==> src/rtl/bpu_ras_multi.sv <==
// Multi-slot fetch branch predictor: set-associative BTB with round-robin replacement,
// local-history PHT and a checkpointable speculative return-address stack.
module bpu_ras_multi #(
  parameter int unsigned FETCH_WIDTH = 2,
  parameter int unsigned BTB_SETS    = 16,
  parameter int unsigned BTB_WAYS    = 2,
  parameter int unsigned TAGLEN      = 8,
  parameter int unsigned BHT_NUM     = 32,
  parameter int unsigned BHRLEN      = 6,
  parameter int unsigned RAS_DEPTH   = 8,
  localparam int unsigned SLOT_W = (FETCH_WIDTH > 1) ? $clog2(FETCH_WIDTH) : 1,
  localparam int unsigned RAS_W  = (RAS_DEPTH > 1) ? $clog2(RAS_DEPTH) : 1
) (
  input  logic              clk,
  input  logic              resetn,
  input  logic              fetch_valid,
  input  logic [31:0]       fetch_pc,
  output logic              pred_valid,
  output logic              pred_taken,
  output logic [SLOT_W-1:0] pred_slot,
  output logic [31:0]       pred_target,
  output logic [RAS_W-1:0]  pred_ras_ptr,
  input  logic              upd_valid,
  input  logic [31:0]       upd_pc,
  input  logic [1:0]        upd_type,
  input  logic              upd_taken,
  input  logic [31:0]       upd_target,
  input  logic              upd_mispred,
  input  logic [RAS_W-1:0]  upd_ras_ptr
);
  localparam int unsigned SET_W   = $clog2(BTB_SETS);
  localparam int unsigned WAY_W   = (BTB_WAYS > 1) ? $clog2(BTB_WAYS) : 1;
  localparam int unsigned BHT_W   = $clog2(BHT_NUM);
  localparam int unsigned PHT_NUM = 1 << BHRLEN;
  localparam logic [1:0] TYPE_COND = 2'b00;
  localparam logic [1:0] TYPE_CALL = 2'b10;
  localparam logic [1:0] TYPE_RET  = 2'b11;

  logic              r_btb_valid  [BTB_SETS][BTB_WAYS];
  logic [TAGLEN-1:0] r_btb_tag    [BTB_SETS][BTB_WAYS];
  logic [31:0]       r_btb_target [BTB_SETS][BTB_WAYS];
  logic [1:0]        r_btb_type   [BTB_SETS][BTB_WAYS];
  logic [WAY_W-1:0]  r_rr         [BTB_SETS];
  logic [BHRLEN-1:0] r_bht        [BHT_NUM];
  logic [1:0]        r_pht        [PHT_NUM];
  logic [31:0]       r_ras        [RAS_DEPTH];
  logic [RAS_W-1:0]  r_ras_ptr;

  logic [31:0]       w_pc      [FETCH_WIDTH];
  logic [BHRLEN-1:0] w_pht_idx [FETCH_WIDTH];
  logic              w_hit     [FETCH_WIDTH];
  logic [1:0]        w_typ     [FETCH_WIDTH];
  logic [31:0]       w_tgt     [FETCH_WIDTH];
  logic              w_tk      [FETCH_WIDTH];
  logic              w_win;
  logic [SLOT_W-1:0] w_win_slot;
  logic [1:0]        w_win_type;
  logic [31:0]       w_win_pc;
  logic [31:0]       w_win_btb_tgt;
  logic [31:0]       w_win_target;

  // Lookup against pre-update state; the lowest taken slot wins.
  always_comb begin
    w_win         = 1'b0;
    w_win_slot    = '0;
    w_win_type    = TYPE_COND;
    w_win_pc      = '0;
    w_win_btb_tgt = '0;
    for (int k = 0; k < int'(FETCH_WIDTH); k++) begin
      w_pc[k]      = fetch_pc + 32'(4 * k);
      w_pht_idx[k] = r_bht[w_pc[k][2 +: BHT_W]] ^ w_pc[k][2 +: BHRLEN];
      w_hit[k]     = 1'b0;
      w_typ[k]     = TYPE_COND;
      w_tgt[k]     = '0;
      for (int w = 0; w < int'(BTB_WAYS); w++) begin
        if (r_btb_valid[w_pc[k][2 +: SET_W]][w] &&
            (r_btb_tag[w_pc[k][2 +: SET_W]][w] == w_pc[k][2+SET_W +: TAGLEN])) begin
          w_hit[k] = 1'b1;
          w_typ[k] = r_btb_type[w_pc[k][2 +: SET_W]][w];
          w_tgt[k] = r_btb_target[w_pc[k][2 +: SET_W]][w];
        end
      end
      w_tk[k] = w_hit[k] && ((w_typ[k] != TYPE_COND) || r_pht[w_pht_idx[k]][1]);
      if (!w_win && w_tk[k]) begin
        w_win         = 1'b1;
        w_win_slot    = SLOT_W'(k);
        w_win_type    = w_typ[k];
        w_win_pc      = w_pc[k];
        w_win_btb_tgt = w_tgt[k];
      end
    end
  end

  assign w_win_target = (w_win_type == TYPE_RET) ? r_ras[r_ras_ptr - RAS_W'(1)] : w_win_btb_tgt;

  logic [SET_W-1:0]  w_upd_set;
  logic [TAGLEN-1:0] w_upd_tag;
  logic [BHT_W-1:0]  w_upd_bht_idx;
  logic [BHRLEN-1:0] w_upd_pht_idx;
  logic              w_upd_hit;
  logic [WAY_W-1:0]  w_upd_hit_way;
  logic              w_upd_free;
  logic [WAY_W-1:0]  w_upd_free_way;
  logic              w_upd_repl;
  logic [WAY_W-1:0]  w_upd_way;

  assign w_upd_set     = upd_pc[2 +: SET_W];
  assign w_upd_tag     = upd_pc[2+SET_W +: TAGLEN];
  assign w_upd_bht_idx = upd_pc[2 +: BHT_W];
  assign w_upd_pht_idx = r_bht[w_upd_bht_idx] ^ upd_pc[2 +: BHRLEN];

  // Victim choice: tag hit, else lowest invalid way, else round-robin way.
  always_comb begin
    w_upd_hit      = 1'b0;
    w_upd_hit_way  = '0;
    w_upd_free     = 1'b0;
    w_upd_free_way = '0;
    for (int w = int'(BTB_WAYS) - 1; w >= 0; w--) begin
      if (r_btb_valid[w_upd_set][w] && (r_btb_tag[w_upd_set][w] == w_upd_tag)) begin
        w_upd_hit     = 1'b1;
        w_upd_hit_way = WAY_W'(w);
      end
      if (!r_btb_valid[w_upd_set][w]) begin
        w_upd_free     = 1'b1;
        w_upd_free_way = WAY_W'(w);
      end
    end
    w_upd_repl = !w_upd_hit && !w_upd_free;
    w_upd_way  = w_upd_hit ? w_upd_hit_way : (w_upd_free ? w_upd_free_way : r_rr[w_upd_set]);
  end

  logic [RAS_W-1:0] w_ras_ptr_nxt;
  logic             w_ras_we;
  logic [RAS_W-1:0] w_ras_widx;
  logic [31:0]      w_ras_wdata;

  // A mispredict restore takes priority over the speculative push/pop of this cycle's fetch.
  always_comb begin
    w_ras_ptr_nxt = r_ras_ptr;
    w_ras_we      = 1'b0;
    w_ras_widx    = r_ras_ptr;
    w_ras_wdata   = '0;
    if (upd_valid && upd_mispred) begin
      w_ras_ptr_nxt = upd_ras_ptr;
      if (upd_type == TYPE_CALL) begin
        w_ras_we      = 1'b1;
        w_ras_widx    = upd_ras_ptr;
        w_ras_wdata   = upd_pc + 32'd4;
        w_ras_ptr_nxt = upd_ras_ptr + RAS_W'(1);
      end else if (upd_type == TYPE_RET) begin
        w_ras_ptr_nxt = upd_ras_ptr - RAS_W'(1);
      end
    end else if (fetch_valid && w_win) begin
      if (w_win_type == TYPE_CALL) begin
        w_ras_we      = 1'b1;
        w_ras_wdata   = w_win_pc + 32'd4;
        w_ras_ptr_nxt = r_ras_ptr + RAS_W'(1);
      end else if (w_win_type == TYPE_RET) begin
        w_ras_ptr_nxt = r_ras_ptr - RAS_W'(1);
      end
    end
  end

  always_ff @(posedge clk or negedge resetn) begin
    if (!resetn) begin
      pred_valid   <= 1'b0;
      pred_taken   <= 1'b0;
      pred_slot    <= '0;
      pred_target  <= '0;
      pred_ras_ptr <= '0;
      r_ras_ptr    <= '0;
      for (int s = 0; s < int'(BTB_SETS); s++) begin
        r_rr[s] <= '0;
        for (int w = 0; w < int'(BTB_WAYS); w++) begin
          r_btb_valid[s][w]  <= 1'b0;
          r_btb_tag[s][w]    <= '0;
          r_btb_target[s][w] <= '0;
          r_btb_type[s][w]   <= '0;
        end
      end
      for (int i = 0; i < int'(BHT_NUM); i++) r_bht[i] <= '0;
      for (int i = 0; i < int'(PHT_NUM); i++) r_pht[i] <= 2'b01;
      for (int i = 0; i < int'(RAS_DEPTH); i++) r_ras[i] <= '0;
    end else begin
      pred_valid <= fetch_valid;
      if (fetch_valid) begin
        pred_taken   <= w_win;
        pred_slot    <= w_win_slot;
        pred_target  <= w_win_target;
        pred_ras_ptr <= r_ras_ptr;
      end
      if (upd_valid && (upd_type == TYPE_COND)) begin
        if (upd_taken && (r_pht[w_upd_pht_idx] != 2'b11))
          r_pht[w_upd_pht_idx] <= r_pht[w_upd_pht_idx] + 2'd1;
        else if (!upd_taken && (r_pht[w_upd_pht_idx] != 2'b00))
          r_pht[w_upd_pht_idx] <= r_pht[w_upd_pht_idx] - 2'd1;
        r_bht[w_upd_bht_idx] <= {r_bht[w_upd_bht_idx][BHRLEN-2:0], upd_taken};
      end
      if (upd_valid && upd_taken) begin
        r_btb_valid[w_upd_set][w_upd_way]  <= 1'b1;
        r_btb_tag[w_upd_set][w_upd_way]    <= w_upd_tag;
        r_btb_target[w_upd_set][w_upd_way] <= upd_target;
        r_btb_type[w_upd_set][w_upd_way]   <= upd_type;
        if (w_upd_repl)
          r_rr[w_upd_set] <= WAY_W'((32'(r_rr[w_upd_set]) + 32'd1) % BTB_WAYS);
      end
      r_ras_ptr <= w_ras_ptr_nxt;
      if (w_ras_we) r_ras[w_ras_widx] <= w_ras_wdata;
    end
  end

endmodule

==> config.mk <==
export PLATFORM = sky130hd
export DESIGN_NAME = bpu_ras_multi
export DESIGN_NICKNAME = d
export VERILOG_FILES = /design/src/rtl/bpu_ras_multi.sv
export SDC_FILE = /design/constraint.sdc
export NUM_CORES = 2
export LEC_CHECK = 0
export ABC_CLOCK_PERIOD_IN_PS = 8600
export BUFFER_PORTS_ARGS = -buffer_cell sky130_fd_sc_hd__buf_2
export CORE_UTILIZATION = 55
export CTS_BUF_LIST = sky130_fd_sc_hd__clkbuf_8 sky130_fd_sc_hd__clkbuf_16
export CTS_CLUSTER_DIAMETER = 80
export DETAILED_ROUTE_END_ITERATION = 10
export PLACE_DENSITY = 0.71
export SLEW_MARGIN = 20
export SYNTH_ARGS = -nofsm -noshare
export SYNTH_HDL_FRONTEND = slang
export SYNTH_SLANG_ARGS = --single-unit
==> constraint.sdc <==
create_clock -name clk -period 8.6 [get_ports clk]
set_input_delay 0.43 -clock clk [delete_from_list [all_inputs] [get_ports clk]]
set_output_delay 0.43 -clock clk [all_outputs]
set_load 0.02 [all_outputs]
==> summary.md <==
| Metric | Value |
|---|---|
| Status | `completed` |
| Slowest Stage Delay on Critical Path | `0.80 ns` |
| Worst Tran Pin Value | `1.30 ns` |
| Post-route DRC | `0` |
| Max Clock Skew | `about 0.053 ns` |
| Vias in the first global route | `79300` |
| Vias | `79100` |
| Kind of critical path | `register to register` |
| Placed cell areas | `115000 um2` |
| DRT antenna net count | `0` |
| Worst path required time | `9.33 ns` |
| Power per cell area | `229 nW/um2` |
| GR Util All Layers | `34.9%` |
| Number of DRC markers in iteration 0 | `between 9000 and 10000` |
| Post-layout nets | `8377` |
| Die ar. | `206000 um2` |
| Root buf cell | `clkbuf_16` |
| Synth Flop Type | `dfrtp_1` |
| Drt wl/cell | `32.1 um` |
| Area Growth Syn to Fin | `9.33%` |
| Setup tns final | `0 ns` |
| Commonest non-fill, non-tap cells in the layout | `dfrtp_1, mux2_2, mux4_2, nand2_1, nor2_1` |
| Arrival @ worst endpoint | `7.74 ns` |
| LEAKAGE | `about 53 nW` |
| # clock sinks | `2009` |
| Worst slew margin | `13.0%` |
| Final worst path period share | `between 80% and 90%` |
| Grt ovf | `0` |
| Setup violators final | `0` |
| Design area | `123000 um2` |
| FF+latch count, synth | `2009` |
| Core footprint | `about 200000 um2` |
| Post-CTS setup buffers | `0` |
| Die X | `454 um` |
| Fin crit period | `7.02 ns` |
| Largest net degree at the start of global routing | `about 190` |
| Die Ht | `roughly 450 um` |
| Drt first pass iters | `6` |
| PostCTS Resize Cnt | `0` |
| Family with the most delay on the worst path | `simple AND/OR/NAND/NOR gates` |
| Ys async rst share | `100%` |
| Max Slew Vio Count | `0` |
| Num CTS Buffers | `212` |
| Reg clk slew, reported paths | `roughly 0.06 ns` |
| Max_cap viols | `0` |
| CP Cell Sequence | `mux4_2 -> mux4_2 -> xnor2_1 -> nand4_1 -> nor4_4 -> buf_4 -> nor2_1 -> nor2_4 -> buf_12 -> o221ai_1 -> a21oi_1 -> and3b_1 -> a22o_1 -> and2_2 -> buf_4 -> mux2i_1 -> o21ai_0` |
| Hold/Removal Path Class | `input port to register` |
| Register area share after synthesis | `between 40 and 50%` |
| CTS Buffer Depth | `3` |
| Syn_nets | `8585` |
| Mapped Area | `around 110000 um2` |
| Initial antenna violation count | `26` |
| Detailed placement HPWL | `between 200000 and 250000 um` |
| GP Congestion | `0.952` |
| I/O Buffers | `around 140` |
| Final hold vios | `0` |
| Num rows | `165` |
| Initial Util | `55.5%` |
| Post-Syn Instances | `8466` |
| Yosys cell types | `112` |
| Critical path buffers and inverters | `3` |
| Clock latency on the worst-skew pair | `0.91 ns` |
| Worst-path fanout max | `113` |
| Fmax | `0.143 GHz` |
| Post-synth EDFFs | `0` |
| Vias/cell | `7.11` |
| Final Routed Wirelength | `357000 um` |
| CP Launch Type | `register` |
| Boundary Pins | `roughly 150` |
| H-tree depth | `4` |
| Layout fillers | `15300` |
| Syn_area_per_cell | `roughly 13 um2` |
| Maximum vdd drop | `0.000248 V` |
| First-pass GRT wire length | `532000 um` |
| CP max stage cell | `buf_4` |
| Most common cell after layout, fill and taps aside | `dfrtp_1` |
| CTS tree | `built` |
| Synth warnings | `0` |
| RSZ-0062 raised after global routing | `no` |
| Share of cells above drive strength 1 | `42.7%` |
| Nature of the critical path endpoint | `register` |
==> cell families (layout without fill, tap and decap cells) <==
kind of cell / Yosys count / in the layout / synth area share, %
other: 0 / 15 / 0
muxes: 2812 / 2812 / 38.7
buffers and inverters: 859 / 825 / 3.35
and+or+nand+nor: 1724 / 1724 / 6.76
AOI/OAI and AO/OA: 911 / 911 / 5.04
xor gates and xnor gates: 139 / 139 / 1.16
adders and majority gates: 12 / 12 / 0.134
DFF: 2009 / 2009 / 44.8
==> routing by layer <==
layer	share of wire, %	track usage, %	up-vias
met5	0.029	0	-
met4	6.3	19.9	16
met3	11	9.67	1123
met2	45	52.1	4781
met1	38	46.1	41600
li1	-	-	31600
==> through the flow <==
stage	setup slack, ns	hold WS (ns)	util, %	total power [W]	cells
after floorplan	2.23	0.134	-	0.0167	8466
after global placement	0.534	0.458	57.0	0.0183	10700
after detailed placement	0.668	0.471	57.0	0.0186	10700
after CTS	1.56	0.0435	60.6	0.0280	11100
after global routing	1.37	0.114	60.6	0.0291	11100
final	1.58	0.0931	60.6	0.0281	11100
==> registers in the layout (all words and copies together) (netlist names), named ones only <==
signal,cells
pred_taken,1
r_rr,16
r_ras,256
r_ras_ptr,3
r_pht,64
pred_slot,1
pred_target,32
r_btb_tag,256
pred_ras_ptr,3
r_bht,192
r_btb_target,1024
r_btb_valid,32
r_btb_type,64
pred_valid,1
==> cells in the mapped netlist (all sizes together) (8+ instances only) <==
| library cell | instances | area, um2 |
|---|---|---|
| nand2b | 14 | 87.6 |
| clkbuf | 525 | 1970 |
| mux2i | 142 | 1430 |
| inv | 61 | 229 |
| ha | 12 | 150 |
| a41oi | 10 | 95.1 |
| a22o | 10 | 87.6 |
| nand2 | 779 | 2930 |
| xor2 | 59 | 524 |
| a221oi | 9 | 78.8 |
| dfrtp | 1945 | 48700 |
| nor2b | 18 | 113 |
| a31oi | 95 | 594 |
| dfstp | 64 | 1680 |
| nor4 | 20 | 131 |
| buf | 272 | 1550 |
| o31ai | 14 | 124 |
| mux2 | 1604 | 18100 |
| or2 | 39 | 244 |
| o22ai | 51 | 332 |
| and2 | 21 | 131 |
| a311oi | 31 | 272 |
| or3 | 12 | 75.1 |
| nand4 | 31 | 194 |
| xnor2 | 78 | 728 |
| and3 | 72 | 450 |
| a211oi | 43 | 340 |
| a22oi | 35 | 268 |
| nor3 | 63 | 325 |
| nor3b | 8 | 70.1 |
| mux4 | 1066 | 24000 |
| nor2 | 423 | 1590 |
| a21oi | 262 | 1320 |
| nand3 | 193 | 976 |
| o21ai | 265 | 1330 |
==> power breakdown <==
part / internal [W] / switching [W]
sequential: 0.0111 / 0.00134
clock: 0.00535 / 0.00406
combinational: 0.00336 / 0.00280
total: 0.0199 / 0.00821
==> tightest hold or removal path, cell delays in order <==
cell and delay [ns]:
buf_2 0.09, a22oi_1 0.23, a21oi_1 0.20
==> path summary, 6_finish.rpt <==
| kind | from | slack, ns | to | depth (start not counted) |
|---|---|---|---|---|
| max in group asynchronous | resetn | 6.15 | r_btb_target[239]$_DFFE_PN0P_ | 4 |
| hold reg to reg | register | 0.48 | register | 2 |
| setup / recovery | r_btb_tag[129]$_DFFE_PN0P_ | 1.58 | r_ras[21]$_DFFE_PN0P_ | 17 |
| hold / removal | fetch_pc[1] | 0.09 | r_ras[161]$_DFFE_PN0P_ | 3 |
| min in group asynchronous | resetn | 0.17 | r_bht[191]$_DFFE_PN0P_ | 2 |
| setup reg to reg | r_btb_tag[129]$_DFFE_PN0P_ | 1.58 | r_ras[21]$_DFFE_PN0P_ | 17 |
==> timing repair <==
item / CTS / global route
hold endpoints to repair: 106 / 0
setup endpoints to repair: 0 / 0
hold buffers: 4 / 0
==> cell type report <==
type                            instances  area, um2  area share [%]
Clock buffer                          275       6210            5.05
Multi-Input combinational cell       5598      58700            47.8
Clock inverter                        113       1000           0.817
Timing Repair Buffer                  375       2920            2.37
Sequential cell                      2009      50400            41.0
Antenna cell                           15       37.5          0.0306
Tap cell                             2672       3340            2.72
Inverter                               62        233           0.190
Power figures use the tool's default switching activity.
